[config.mk]
export PLATFORM = sky130hd
export DESIGN_NAME = uart_rx
export DESIGN_NICKNAME = d
export VERILOG_FILES = /design/src/rtl/uart_rx.sv
export SDC_FILE = /design/constraint.sdc
export NUM_CORES = 1
export LEC_CHECK = 0
export BUFFER_PORTS_ARGS = -buffer_cell sky130_fd_sc_hd__buf_2
export CORE_AREA = 2 2 58 60
export DETAILED_ROUTE_END_ITERATION = 12
export DIE_AREA = 0 0 60 62
export PLACE_DENSITY = 0.78
export REMOVE_ABC_BUFFERS = 1
export SYNTH_ARGS = -nofsm -noshare
export SYNTH_HDL_FRONTEND = slang
export SYNTH_SLANG_ARGS = --single-unit
[constraint.sdc]
create_clock -name i_Clk -period 2.93 [get_ports i_Clk]
set_input_delay 0.293 -clock i_Clk [delete_from_list [all_inputs] [get_ports i_Clk]]
set_output_delay 0.293 -clock i_Clk [all_outputs]
set_load 0.02 [all_outputs]
[src/rtl/uart_rx.sv]
// uart_rx: 8N1 UART receiver with 2-flop input synchronizer, mid-bit sampling, valid/frame-error strobes.
// Optional build macro UART_RX_MAJORITY_VOTE_EN: data and stop bits are decided by a 2-of-3 majority vote.
module uart_rx #(
    parameter int p_CLKs_PB = 217
) (
    input  logic       i_Clk,
    input  logic       i_Reset,
    input  logic       i_Rx_UART,
    output logic [7:0] o_Rx_Byte,
    output logic       o_Rx_Valid,
    output logic       o_Rx_Frame_Err,
    output logic       o_Rx_Busy
);
    localparam int cw = $clog2(p_CLKs_PB);
    localparam logic [cw-1:0] last_cnt = cw'(p_CLKs_PB - 1);
    localparam logic [cw-1:0] mid_cnt = cw'((p_CLKs_PB - 1) / 2);

    typedef enum logic [1:0] {IDLE, START, DATA, STOP} state_t;

    state_t          state;
    logic [cw-1:0]   count;
    logic [2:0]      index;
    logic [7:0]      shreg;
    logic            sync_a;
    logic            line;
    logic            prev;
    logic            bit_s;

    // bring the asynchronous pin into the clock domain and keep one cycle of history for edge detection
    always_ff @(posedge i_Clk) begin
        if (i_Reset) begin
            sync_a <= 1'b1;
            line   <= 1'b1;
            prev   <= 1'b1;
        end else begin
            sync_a <= i_Rx_UART;
            line   <= sync_a;
            prev   <= line;
        end
    end

`ifdef UART_RX_MAJORITY_VOTE_EN
    logic [1:0] votes;

    // the two line samples preceding the decision cycle, used as voters together with the current line
    always_ff @(posedge i_Clk) begin
        if (i_Reset) begin
            votes <= 2'b11;
        end else begin
            votes <= {votes[0], line};
        end
    end

    assign bit_s = (votes[1] & votes[0]) | (votes[1] & line) | (votes[0] & line);
`else
    assign bit_s = line;
`endif

    // framing state machine: start-bit qualification, eight data bits LSB first, stop-bit check
    always_ff @(posedge i_Clk) begin
        if (i_Reset) begin
            state          <= IDLE;
            count          <= '0;
            index          <= 3'd0;
            shreg          <= 8'h00;
            o_Rx_Byte      <= 8'h00;
            o_Rx_Valid     <= 1'b0;
            o_Rx_Frame_Err <= 1'b0;
            o_Rx_Busy      <= 1'b0;
        end else begin
            o_Rx_Valid     <= 1'b0;
            o_Rx_Frame_Err <= 1'b0;
            case (state)
                IDLE: begin
                    if (prev && !line) begin
                        state     <= START;
                        count     <= '0;
                        index     <= 3'd0;
                        o_Rx_Busy <= 1'b1;
                    end
                end
                START: begin
                    if (count == mid_cnt) begin
                        count     <= '0;
                        state     <= line ? IDLE : DATA;
                        o_Rx_Busy <= !line;
                    end else begin
                        count <= count + 1'b1;
                    end
                end
                DATA: begin
                    if (count == last_cnt) begin
                        shreg[index] <= bit_s;
                        count        <= '0;
                        index        <= index + 3'd1;
                        state        <= (index == 3'd7) ? STOP : DATA;
                    end else begin
                        count <= count + 1'b1;
                    end
                end
                STOP: begin
                    if (count == last_cnt) begin
                        state          <= IDLE;
                        count          <= '0;
                        o_Rx_Busy      <= 1'b0;
                        o_Rx_Valid     <= bit_s;
                        o_Rx_Frame_Err <= !bit_s;
                        if (bit_s) begin
                            o_Rx_Byte <= shreg;
                        end
                    end else begin
                        count <= count + 1'b1;
                    end
                end
                default: begin
                    state     <= IDLE;
                    o_Rx_Busy <= 1'b0;
                end
            endcase
        end
    end
endmodule

# [Word level (Yosys, flattened, before mapping)]
# Index checks and enable logic that the tools add are counted.
[word_totals] ff_bits=35
[op_classes] add_sub_neg=2 reduce_logical=13 magnitude_cmp=2 mux=21 bitwise=2 n_eq_ne=10
[ops] operator="2-to-1 mux 8 bit" n=3
[ops] operator="case mux 8 bit (3 select lines)" n=1
[ops] operator="2-to-1 mux 2 bit" n=5
[ops] operator="adder 8 x 1 -> 8 bit, second input constant" n=1
[ops] operator="bitwise mux 8 bit" n=1
[ops] operator="equality test 8 x 7 -> 1 bit, second input constant" n=1
[ops] operator="equality test 8 bit, second input constant" n=1
[ops] operator="!= test 2 bit, second input constant" n=4
[ops] operator="case mux 2 bit (4 select lines)" n=1
[ops] operator="AND reduction 4 bit" n=2
[ops] operator="2-to-1 mux 3 bit" n=2
[ops] operator="case mux 3 bit (2 select lines)" n=1
[ops] operator="AND reduction 3 bit" n=2
[ops] operator="2-to-1 mux 1 bit" n=5
[ops] operator="equality test 2 bit, second input constant" n=2
[ops] operator="less-than comparator 3 x 4 -> 1 bit, second input constant" n=1
[ops] operator="adder 3 x 1 -> 3 bit, second input constant" n=1
[ops] operator="demux 1 bit (select 3 bit)" n=1
[ops] operator="equality test 3 bit, second input constant" n=1
[ops] operator=">= comparator 3 x 1 -> 1 bit, second input constant" n=1
[ops] operator="case mux 1 bit (3 select lines)" n=1
[ops] operator="nonzero test 3 bit" n=1
[ops] operator="OR reduction 3 bit" n=1
[ops] operator="equality test 2 x 1 -> 1 bit, second input constant" n=1
[ops] operator="other kinds (7)" n=9

# [Longest topological paths before layout]
# Gate-level depths: netlist of run 1.
[logic_depth] word_depth=5 depth_mapped=7 depth_no_buf=6

# [Worst setup path after synthesis of run 1]
# Ideal clock, no wire load.
[synth_path] path_type="register to register" from="register count[0]" to="register count[7]" setup_ps=74 synth_period_minus_slack_ps=1640 t_arrival_ps=1566 path_stages_with_launch=8 setup_slack_ps=1290 cell_sequence="dfxtp_1 > inv_1 > ha_1 > and4b_2 > a21oi_1 > clkbuf_1 > o221ai_1 > a31oi_1"
[synth_between] elab_chain_cells=3
[synth_rtl] element="start, declared" line="21" text="logic [cw-1:0] count;"
[synth_rtl] element="start signal, assigned" line="88" text="count <= count + 1'b1;"
[synth_rtl] element="start signal, assigned" line="98" text="count <= count + 1'b1;"
[synth_rtl] element="start signal, assigned" line="112" text="count <= count + 1'b1;"
[synth_rtl] element="adder 8 x 1 -> 8 bit (tied with other cells)" line="88, 98, 112"
[synth_rtl] element="2-to-1 mux 8 bit, on equally long branches" line="92, 102, 83"
[synth_rtl] element="case mux 8 bit (3 select lines) *" line="73" text="case (state)"
# Every way passes the cells marked *; elsewhere a longest branch is shown, timed or not.
# A chain may end at the register's enable or synchronous reset.

# [Final worst setup path of run 1]
# Ends and elaborated chain as after synthesis.

==> impl_metrics.prom, run 1 <==
# TYPE chip_impl_metric gauge
chip_impl_info{name="outcome",value="complete, no violations"} 1
chip_impl_metric{name="number_of_enable_type_register_cells_in_the_synthesized_netlist",unit=""} 0
chip_impl_metric{name="final_area",unit="µm²"} 1780
chip_impl_metric{name="viasPerCell",unit=""} 5.49
chip_impl_metric{name="cts_num_sinks",unit=""} 35
chip_impl_metric{name="power_leakage",unit="nW"} 0.715
chip_impl_metric{name="path_clk_slew",unit="ns"} 0.11
chip_impl_metric{name="slew_of_the_pin_with_the_lowest_slew_margin",unit="ns"} 0.837
chip_impl_metric{name="drive_gt1_share",unit="%"} 16.3
chip_impl_metric{name="timing.critical_path.slowest_cell_delay",unit="ns"} 0.67
chip_impl_metric{name="seq_area",unit="µm²"} 701
chip_impl_metric{name="setup_slack",unit="ns"} 0.906
chip_impl_metric{name="floorplan.rows",unit=""} 21
chip_impl_info{name="critPathLaunchType",value="flip-flop"} 1
chip_impl_metric{name="synthesis.yosys.warnings",unit=""} 0
chip_impl_metric{name="place.detailed.hpwl",unit="mm"} 2.07
chip_impl_metric{name="cts-hold-fix-buffers",unit=""} 0
chip_impl_metric{name="path_max_fanout",unit=""} 12
chip_impl_metric{name="drt-initial-drc-count",unit=""} 35
chip_impl_metric{name="htree_num_levels",unit=""} 2
chip_impl_metric{name="cts_inserted_buffers",unit=""} 5
chip_impl_metric{name="post_drt_wl_per_cell",unit="µm"} 12.6
chip_impl_metric{name="areaGrowthSynthToFinish",unit="%"} 9.73
chip_impl_info{name="ctsRootBufferMaster",value="clkbuf_4"} 1
chip_impl_metric{name="synth_seq_area_share",unit="%"} 43.2
chip_impl_metric{name="total_area_of_multi_input_combinational_cells",unit="µm²"} 866
chip_impl_metric{name="die_area",unit="µm²"} 3720
chip_impl_metric{name="placed_cells_incl_taps",unit=""} 234
chip_impl_metric{name="max-vdd-ir-drop",unit="mV"} 0.313
chip_impl_metric{name="cp.required",unit="ns"} 3.21
chip_impl_metric{name="pre_cts_ws",unit="ns"} 0.938
chip_impl_metric{name="finish.cell_count_without_fillers",unit=""} 242
chip_impl_metric{name="number_of_antenna_violations_at_the_first_check_in_global_routing",unit=""} 0
chip_impl_metric{name="syn_avg_cell_area",unit="µm²"} 8.95
chip_impl_metric{name="post-cts-setup-buffer-count",unit=""} 0
chip_impl_info{name="timing.setup.critical_path_class",value="flip-flop to flip-flop"} 1
chip_impl_metric{name="synthesis.area",unit="µm²"} 1620
chip_impl_metric{name="maxCapViolations",unit=""} 0
chip_impl_metric{name="timing.max_slew.rel_slack",unit="%"} 44.2
chip_impl_info{name="slowest_library_cell_on_the_worst_path",value="a21oi_1"} 1
chip_impl_metric{name="fin_crit_sh",unit="%"} 69.1
chip_impl_metric{name="post_cts.resized_instances",unit=""} 0
chip_impl_metric{name="drt.antenna.violating_nets",unit=""} 0
chip_impl_metric{name="grt_max_degree",unit=""} 26
chip_impl_metric{name="pwr_density_cell",unit="nW/µm²"} 455
chip_impl_metric{name="fmax",unit="MHz"} 494
chip_impl_metric{name="die_width",unit="µm"} 60
chip_impl_metric{name="setup-tns-final",unit="ns"} 0
chip_impl_metric{name="cts_max_path_buffers",unit=""} 2
chip_impl_metric{name="final_max_slew_viol_count",unit=""} 0
chip_impl_metric{name="fin_hold_ws",unit="ns"} 0.122
chip_impl_info{name="cts_tree",value="yes"} 1
chip_impl_metric{name="postSynthRegisterBits",unit=""} 35
chip_impl_metric{name="starting_density_of_the_core",unit="%"} 51.0
chip_impl_metric{name="final_net_count",unit=""} 202
chip_impl_metric{name="finalWirelength",unit="mm"} 3.05
chip_impl_info{name="worstSetupEndpointType",value="flip-flop"} 1
chip_impl_metric{name="via_count",unit=""} 1328
chip_impl_info{name="worstPathCellList",value="inv_1 > ha_1 > and4b_2 > a21oi_1 > o221ai_1 > a31oi_1"} 1
chip_impl_metric{name="final-hold-violation-count",unit=""} 0
chip_impl_metric{name="top_level_ports",unit=""} 14
chip_impl_info{name="hold_path_class",value="input port to flip-flop"} 1
chip_impl_metric{name="io_buffers",unit=""} 13
chip_impl_metric{name="core-area",unit="µm²"} 3180
chip_impl_info{name="cpLargestDelayFamily",value="compound AO/OA/AOI/OAI gates"} 1
chip_impl_metric{name="clk-insertion-delay-late",unit="ns"} 0.36
chip_impl_metric{name="crit_arrival",unit="ns"} 2.31
chip_impl_metric{name="syn_inst",unit=""} 181
chip_impl_metric{name="final_period_minus_worst_setup_slack",unit="ns"} 2.02
chip_impl_metric{name="drc",unit=""} 0
chip_impl_metric{name="globalRouteOverflowTotal",unit=""} 0
chip_impl_metric{name="maximum_clock_skew_at_final_layout",unit="ns"} 0.0152
chip_impl_metric{name="async_flop_share",unit="%"} 0
chip_impl_metric{name="insertedDiodeCount",unit=""} 0
chip_impl_metric{name="grt_pass1_vias",unit=""} 1075
chip_impl_metric{name="grt_pass1_wl",unit="mm"} 4.93
chip_impl_metric{name="global_route.usage.total",unit="%"} 18.1
chip_impl_metric{name="instance_area_at_placement",unit="µm²"} 1720
chip_impl_metric{name="cp_num_buf_inv",unit=""} 1
chip_impl_metric{name="fp.dieH",unit="µm"} 62
chip_impl_metric{name="filler_cell_count_in_the_final_layout",unit=""} 284
chip_impl_info{name="ys.flop_type",value="dfxtp_1"} 1
chip_impl_metric{name="first_pass_iters",unit=""} 4
chip_impl_metric{name="setup_viol",unit=""} 0
chip_impl_info{name="rsz_0062_raised_after_global_routing",value="no"} 1
chip_impl_metric{name="netlist-cell-type-count",unit=""} 35
chip_impl_metric{name="gp_congestion",unit=""} 0.866
metrics by stage:
| step | utilization [%] | power, mW |
|---|---|---|
| floorplan | - | 0.527 |
| global placement | 54.0 | 0.545 |
| detailed placement | 54.0 | 0.547 |
| CTS | 55.9 | 0.818 |
| global route | 55.9 | 0.841 |
| finish | 55.9 | 0.808 |
state kept, by name, summed over array words and instances (netlist names), named ones only:
signal,count
sync_a,1
o_Rx_Byte,8
o_Rx_Frame_Err,1
count,8
state,1
bit_s,1
index,3
o_Rx_Busy,1
o_Rx_Valid,1
shreg,8
prev,1
cells in the mapped netlist, types with 2 or more instances:
cell type / n / area [µm²]
a21oi_1: 11 / 55.1
a31oi_1: 3 / 18.8
and2_1: 3 / 18.8
clkbuf_1: 5 / 18.8
dfxtp_1: 35 / 701
ha_1: 4 / 50.1
inv_1: 5 / 18.8
mux2i_1: 16 / 160
nand2_1: 25 / 93.8
nand3_1: 4 / 20.0
nand4_1: 6 / 37.5
nor2_1: 15 / 56.3
nor2b_1: 6 / 37.5
nor3_1: 5 / 25.0
nor4_1: 4 / 25.0
o21a_1: 2 / 15.0
o21ai_0: 7 / 35.0
o22ai_1: 4 / 25.0
or2_2: 4 / 25.0
or4_1: 2 / 15.0
power by group:
part           switching, mW  internal (mW)
registers            0.00920          0.481
logic                 0.0299         0.0155
clock network          0.176         0.0959
kinds of logic after synthesis:
family                   count (synthesis)  share of synthesized area [%]
multiplexers                            16                           9.88
AND/OR/NAND/NOR                         82                           27.4
flip-flops                              35                           43.2
AO/OA/AOI/OAI                           32                           13.1
buffers and inverters                   12                           3.32
adder cells (fa/ha/maj)                  4                           3.09
per-layer routing:
layer  track usage, %  part of all wire (%)  up-vias  wire [µm]
met1             23.2                    49      621       1480
met2             28.4                    46       25       1390
met4             6.67                   1.6        0         49
met5                0                     0        -          0
li1                 -                     -      677          -
met3             6.21                   4.3        5        130
worst reg2reg max path, delay by kind of cell, from the launching register on:
kind	cells	cell delay (ns)
fa+ha+maj	1	0.22
flops	1	0.41
compound gates	3	1.01
simple gates	1	0.23
buf+inv	1	0.08
final cells by class:
cell class / count / share of cell area, %
repair buffers: 14 / 4.08
clock buffers: 5 / 2.11
inverters: 5 / 1.06
clock inverters: 3 / 1.41
multi-input cells: 134 / 48.7
flip-flops and latches: 35 / 39.4
well taps: 46 / 3.24
path summary, 6_finish.rpt:
| path | startpoint | endpoint | slack (ns) | cells after the start |
|---|---|---|---|---|
| setup / recovery | count[0]$_SDFFE_PP0P_ | count[7]$_SDFFE_PP0P_ | 0.91 | 6 |
| hold / removal | i_Rx_UART | sync_a$_SDFF_PP1_ | 0.12 | 2 |
| setup reg to reg | count[0]$_SDFFE_PP0P_ | count[7]$_SDFFE_PP0P_ | 0.91 | 6 |
| hold reg to reg | sync_a$_SDFF_PP1_ | bit_s$_SDFF_PP1_ | 0.42 | 1 |
cells in the final DEF (no fill, tap or decap), drive strengths merged, types with 3 or more instances in the layout:
cell type | Yosys | layout
nor4 | 4 | 4
nor2 | 15 | 15
o22ai | 4 | 4
a21oi | 11 | 11
nand3 | 4 | 4
clkbuf | 5 | 5
and2 | 3 | 3
dfxtp | 35 | 35
inv | 5 | 5
nor3 | 6 | 6
nand4 | 6 | 6
ha | 4 | 4
a31oi | 3 | 3
mux2i | 16 | 16
nor2b | 6 | 6
nand2 | 25 | 25
or2 | 4 | 4
buf | 2 | 14
o21ai | 7 | 7
Power figures use the tool's default switching activity.
==> run 2, diff against run 1 <==
--- a/config.mk
+++ b/config.mk
@@ -6,9 +6,9 @@
 export NUM_CORES = 1
 export LEC_CHECK = 0
 export BUFFER_PORTS_ARGS = -buffer_cell sky130_fd_sc_hd__buf_2
-export CORE_AREA = 2 2 58 60
+export CORE_AREA = 2 2 59 61
 export DETAILED_ROUTE_END_ITERATION = 12
-export DIE_AREA = 0 0 60 62
+export DIE_AREA = 0 0 61 63
 export PLACE_DENSITY = 0.78
 export REMOVE_ABC_BUFFERS = 1
 export SYNTH_ARGS = -nofsm -noshare
==> constraint.sdc (replaced) <==
create_clock -name i_Clk -period 1.81 [get_ports i_Clk]
set_input_delay 0.181 -clock i_Clk [delete_from_list [all_inputs] [get_ports i_Clk]]
set_output_delay 0.181 -clock i_Clk [all_outputs]
set_load 0.02 [all_outputs]
==> run 2 against run 1 <==
Net effect:
- die area grew 3.3%
- highest routed layer unchanged
- setup slack lost 0.80 ns
- global-route usage grew 1.8 points
- register-to-register slack lost 0.80 ns
- sequential power grew 62%
- largest power group unchanged
- critical endpoint is now o_Rx_Busy$_SDFFE_PP0P_
- critical path depth shrank 2
- cell count grew 3.7%
- hold slack lost 0.10 ns
- design area grew 6.5%
==> impl_metrics.prom, run 2 (synthesized netlist as in run 1, its figures left out) <==
# TYPE chip_impl_metric gauge
chip_impl_metric{name="setup_slack",unit="ns"} 0.108
chip_impl_metric{name="starting_density_of_the_core",unit="%"} 50.1
chip_impl_metric{name="cp.required",unit="ns"} 2.05
chip_impl_metric{name="number_of_antenna_violations_at_the_first_check_in_global_routing",unit=""} 0
chip_impl_metric{name="path_clk_slew",unit="ns"} 0.12
chip_impl_metric{name="areaGrowthSynthToFinish",unit="%"} 16.9
chip_impl_metric{name="cts_max_path_buffers",unit=""} 2
chip_impl_metric{name="core-area",unit="µm²"} 3230
chip_impl_metric{name="final_period_minus_worst_setup_slack",unit="ns"} 1.70
chip_impl_info{name="worstPathCellList",value="or3b_1 > o311a_4 > o311ai_2 > o41ai_2"} 1
chip_impl_metric{name="finalWirelength",unit="mm"} 3.37
chip_impl_metric{name="drt.antenna.violating_nets",unit=""} 0
chip_impl_metric{name="via_count",unit=""} 1399
chip_impl_metric{name="cts_inserted_buffers",unit=""} 5
chip_impl_metric{name="r2r_cells",unit=""} 4
chip_impl_metric{name="cts_num_sinks",unit=""} 35
chip_impl_metric{name="clk-insertion-delay-late",unit="ns"} 0.35
chip_impl_metric{name="fp.dieH",unit="µm"} 63
chip_impl_metric{name="grt_max_degree",unit=""} 24
chip_impl_info{name="hold_path_end",value="sync_a$_SDFF_PP1_"} 1
chip_impl_metric{name="timing.max_slew.rel_slack",unit="%"} 69.8
chip_impl_metric{name="floorplan.rows",unit=""} 21
chip_impl_metric{name="slew_of_the_pin_with_the_lowest_slew_margin",unit="ns"} 0.452
chip_impl_metric{name="drive_gt1_share",unit="%"} 21.5
chip_impl_metric{name="setup_viol",unit=""} 0
chip_impl_info{name="worstSetupEndpointType",value="flip-flop"} 1
chip_impl_metric{name="viasPerCell",unit=""} 5.57
chip_impl_metric{name="gp_congestion",unit=""} 0.805
chip_impl_metric{name="post_drt_wl_per_cell",unit="µm"} 13.4
chip_impl_info{name="critPathLaunchType",value="flip-flop"} 1
chip_impl_info{name="slowest_library_cell_on_the_worst_path",value="or3b_1"} 1
chip_impl_metric{name="drc",unit=""} 0
chip_impl_metric{name="htree_num_levels",unit=""} 2
chip_impl_info{name="critical_path.reg2reg.endpoint",value="o_Rx_Busy$_SDFFE_PP0P_"} 1
chip_impl_metric{name="fmax",unit="MHz"} 588
chip_impl_info{name="largest_registers",value="count x8, o_Rx_Byte x8, shreg x8"} 1
chip_impl_info{name="outcome",value="complete, no violations"} 1
chip_impl_metric{name="setup-tns-final",unit="ns"} 0
chip_impl_metric{name="crit_arrival",unit="ns"} 1.94
chip_impl_metric{name="timing.critical_path.slowest_cell_delay",unit="ns"} 0.41
chip_impl_metric{name="max-vdd-ir-drop",unit="mV"} 0.616
chip_impl_metric{name="place.detailed.hpwl",unit="mm"} 2.27
chip_impl_metric{name="final_max_slew_viol_count",unit=""} 0
chip_impl_metric{name="path_max_fanout",unit=""} 14
chip_impl_metric{name="final-hold-violation-count",unit=""} 0
chip_impl_metric{name="timing.reg2reg.setup_slack",unit="ns"} 0.11
chip_impl_info{name="critical_path.reg2reg.startpoint",value="count[7]$_SDFFE_PP0P_"} 1
chip_impl_metric{name="power_leakage",unit="nW"} 0.779
chip_impl_metric{name="final_net_count",unit=""} 211
chip_impl_metric{name="pre_cts_ws",unit="ns"} 0.108
chip_impl_metric{name="fin_crit_sh",unit="%"} 94.0
chip_impl_metric{name="globalRouteOverflowTotal",unit=""} 0
chip_impl_metric{name="maxCapViolations",unit=""} 0
chip_impl_metric{name="die_area",unit="µm²"} 3840
chip_impl_info{name="cts_tree",value="yes"} 1
chip_impl_info{name="ctsRootBufferMaster",value="clkbuf_4"} 1
chip_impl_metric{name="top_level_ports",unit=""} 14
chip_impl_metric{name="drt-initial-drc-count",unit=""} 45
chip_impl_metric{name="maximum_clock_skew_at_final_layout",unit="ns"} 0.0103
chip_impl_metric{name="post-cts-setup-buffer-count",unit=""} 0
chip_impl_info{name="layout_commonest_cell",value="dfxtp_1"} 1
chip_impl_metric{name="whs_path_depth",unit=""} 2
chip_impl_info{name="hold_path_class",value="input port to flip-flop"} 1
chip_impl_metric{name="die_width",unit="µm"} 61
chip_impl_metric{name="filler_cell_count_in_the_final_layout",unit=""} 287
chip_impl_metric{name="pwr_density_cell",unit="nW/µm²"} 764
chip_impl_metric{name="grt_pass1_vias",unit=""} 1267
chip_impl_info{name="mostFrequentLayoutCells",value="dfxtp_1 (35), nand2_1 (25), mux2i_1 (16)"} 1
chip_impl_metric{name="insertedDiodeCount",unit=""} 0
chip_impl_metric{name="global_route.usage.total",unit="%"} 19.9
chip_impl_metric{name="io_buffers",unit=""} 13
chip_impl_metric{name="grt_pass1_wl",unit="mm"} 5.76
chip_impl_info{name="timing.setup.critical_path_class",value="flip-flop to flip-flop"} 1
chip_impl_info{name="hold_wc_startpoint",value="i_Rx_UART"} 1
chip_impl_metric{name="first_pass_iters",unit=""} 4
[run 2: changes by cell type in the layout (fill, tap and decap cells not counted)]
cell / change
a31oi_1: -1
buf_4: +8
clkinv_4: -1
a21oi_2: +1
a21oi_1: -1
bufinv_16: +1
clkinv_2: +1
clkinvlp_4: -1
buf_12: +1
a31oi_2: +1
o311ai_1: -1
o311ai_2: +1
[run 2: layer usage]
| layer | vias up | global-route usage, % | part of all wire (%) |
|---|---|---|---|
| met5 | - | 0 | 0 |
| met2 | 40 | 28.6 | 44 |
| met3 | 8 | 5.80 | 5.5 |
| met4 | 0 | 7.34 | 2.7 |
| met1 | 653 | 27.9 | 48 |
| li1 | 698 | - | - |
[run 2: final cells by class]
class | count | area, µm² | share of cell area [%]
multi-input combinational | 134 | 883 | 46.6
sequential | 35 | 701 | 37.0
timing repair buffer | 23 | 153 | 8.06
tap | 46 | 57.6 | 3.04
clock inverter | 3 | 43.8 | 2.31
clock buffer | 5 | 37.5 | 1.98
inverter | 5 | 18.8 | 0.991
[run 2: metrics by stage]
| stage | util (%) | instance area (µm²) | hold WS [ns] | instances | power (mW) |
|---|---|---|---|---|---|
| floorplan | - | 1590 | 0.250 | 174 | 0.852 |
| global placement | 55.6 | 1800 | 0.364 | 243 | 0.886 |
| detailed placement | 55.6 | 1800 | 0.370 | 243 | 0.888 |
| CTS | 58.1 | 1880 | 0.00778 | 251 | 1.46 |
| global route | 58.6 | 1890 | 0.00130 | 251 | 1.51 |
| finish | 58.6 | 1890 | 0.0210 | 251 | 1.45 |
[run 2: repair_timing]
action	4_1_cts	5_1_grt
hold buffers	0	0
endpoints found under the setup margin	0	3
resized for setup	0	3
[run 2: worst max-delay path by stage]
stage	endpoint	cells past startpoint	startpoint
after floorplan	count[7]$_SDFFE_PP0P_	6	count[0]$_SDFFE_PP0P_
after global placement	o_Rx_Busy$_SDFFE_PP0P_	4	count[7]$_SDFFE_PP0P_
after detailed placement	o_Rx_Busy$_SDFFE_PP0P_	4	count[7]$_SDFFE_PP0P_
after CTS	o_Rx_Busy$_SDFFE_PP0P_	4	count[7]$_SDFFE_PP0P_
after global routing	o_Rx_Busy$_SDFFE_PP0P_	6	count[0]$_SDFFE_PP0P_
final	o_Rx_Busy$_SDFFE_PP0P_	4	count[7]$_SDFFE_PP0P_
[run 2: where the power goes]
group	internal (mW)	switching (mW)
sequential	0.779	0.0154
clock	0.291	0.282
combinational	0.0287	0.0506
[run 2: critical path, delay by kind of cell (launching register included)]
| family | cells | cell delay [ns] |
|---|---|---|
| flip-flops | 1 | 0.38 |
| AO/OA/AOI/OAI | 3 | 0.80 |
| AND/OR/NAND/NOR | 1 | 0.41 |
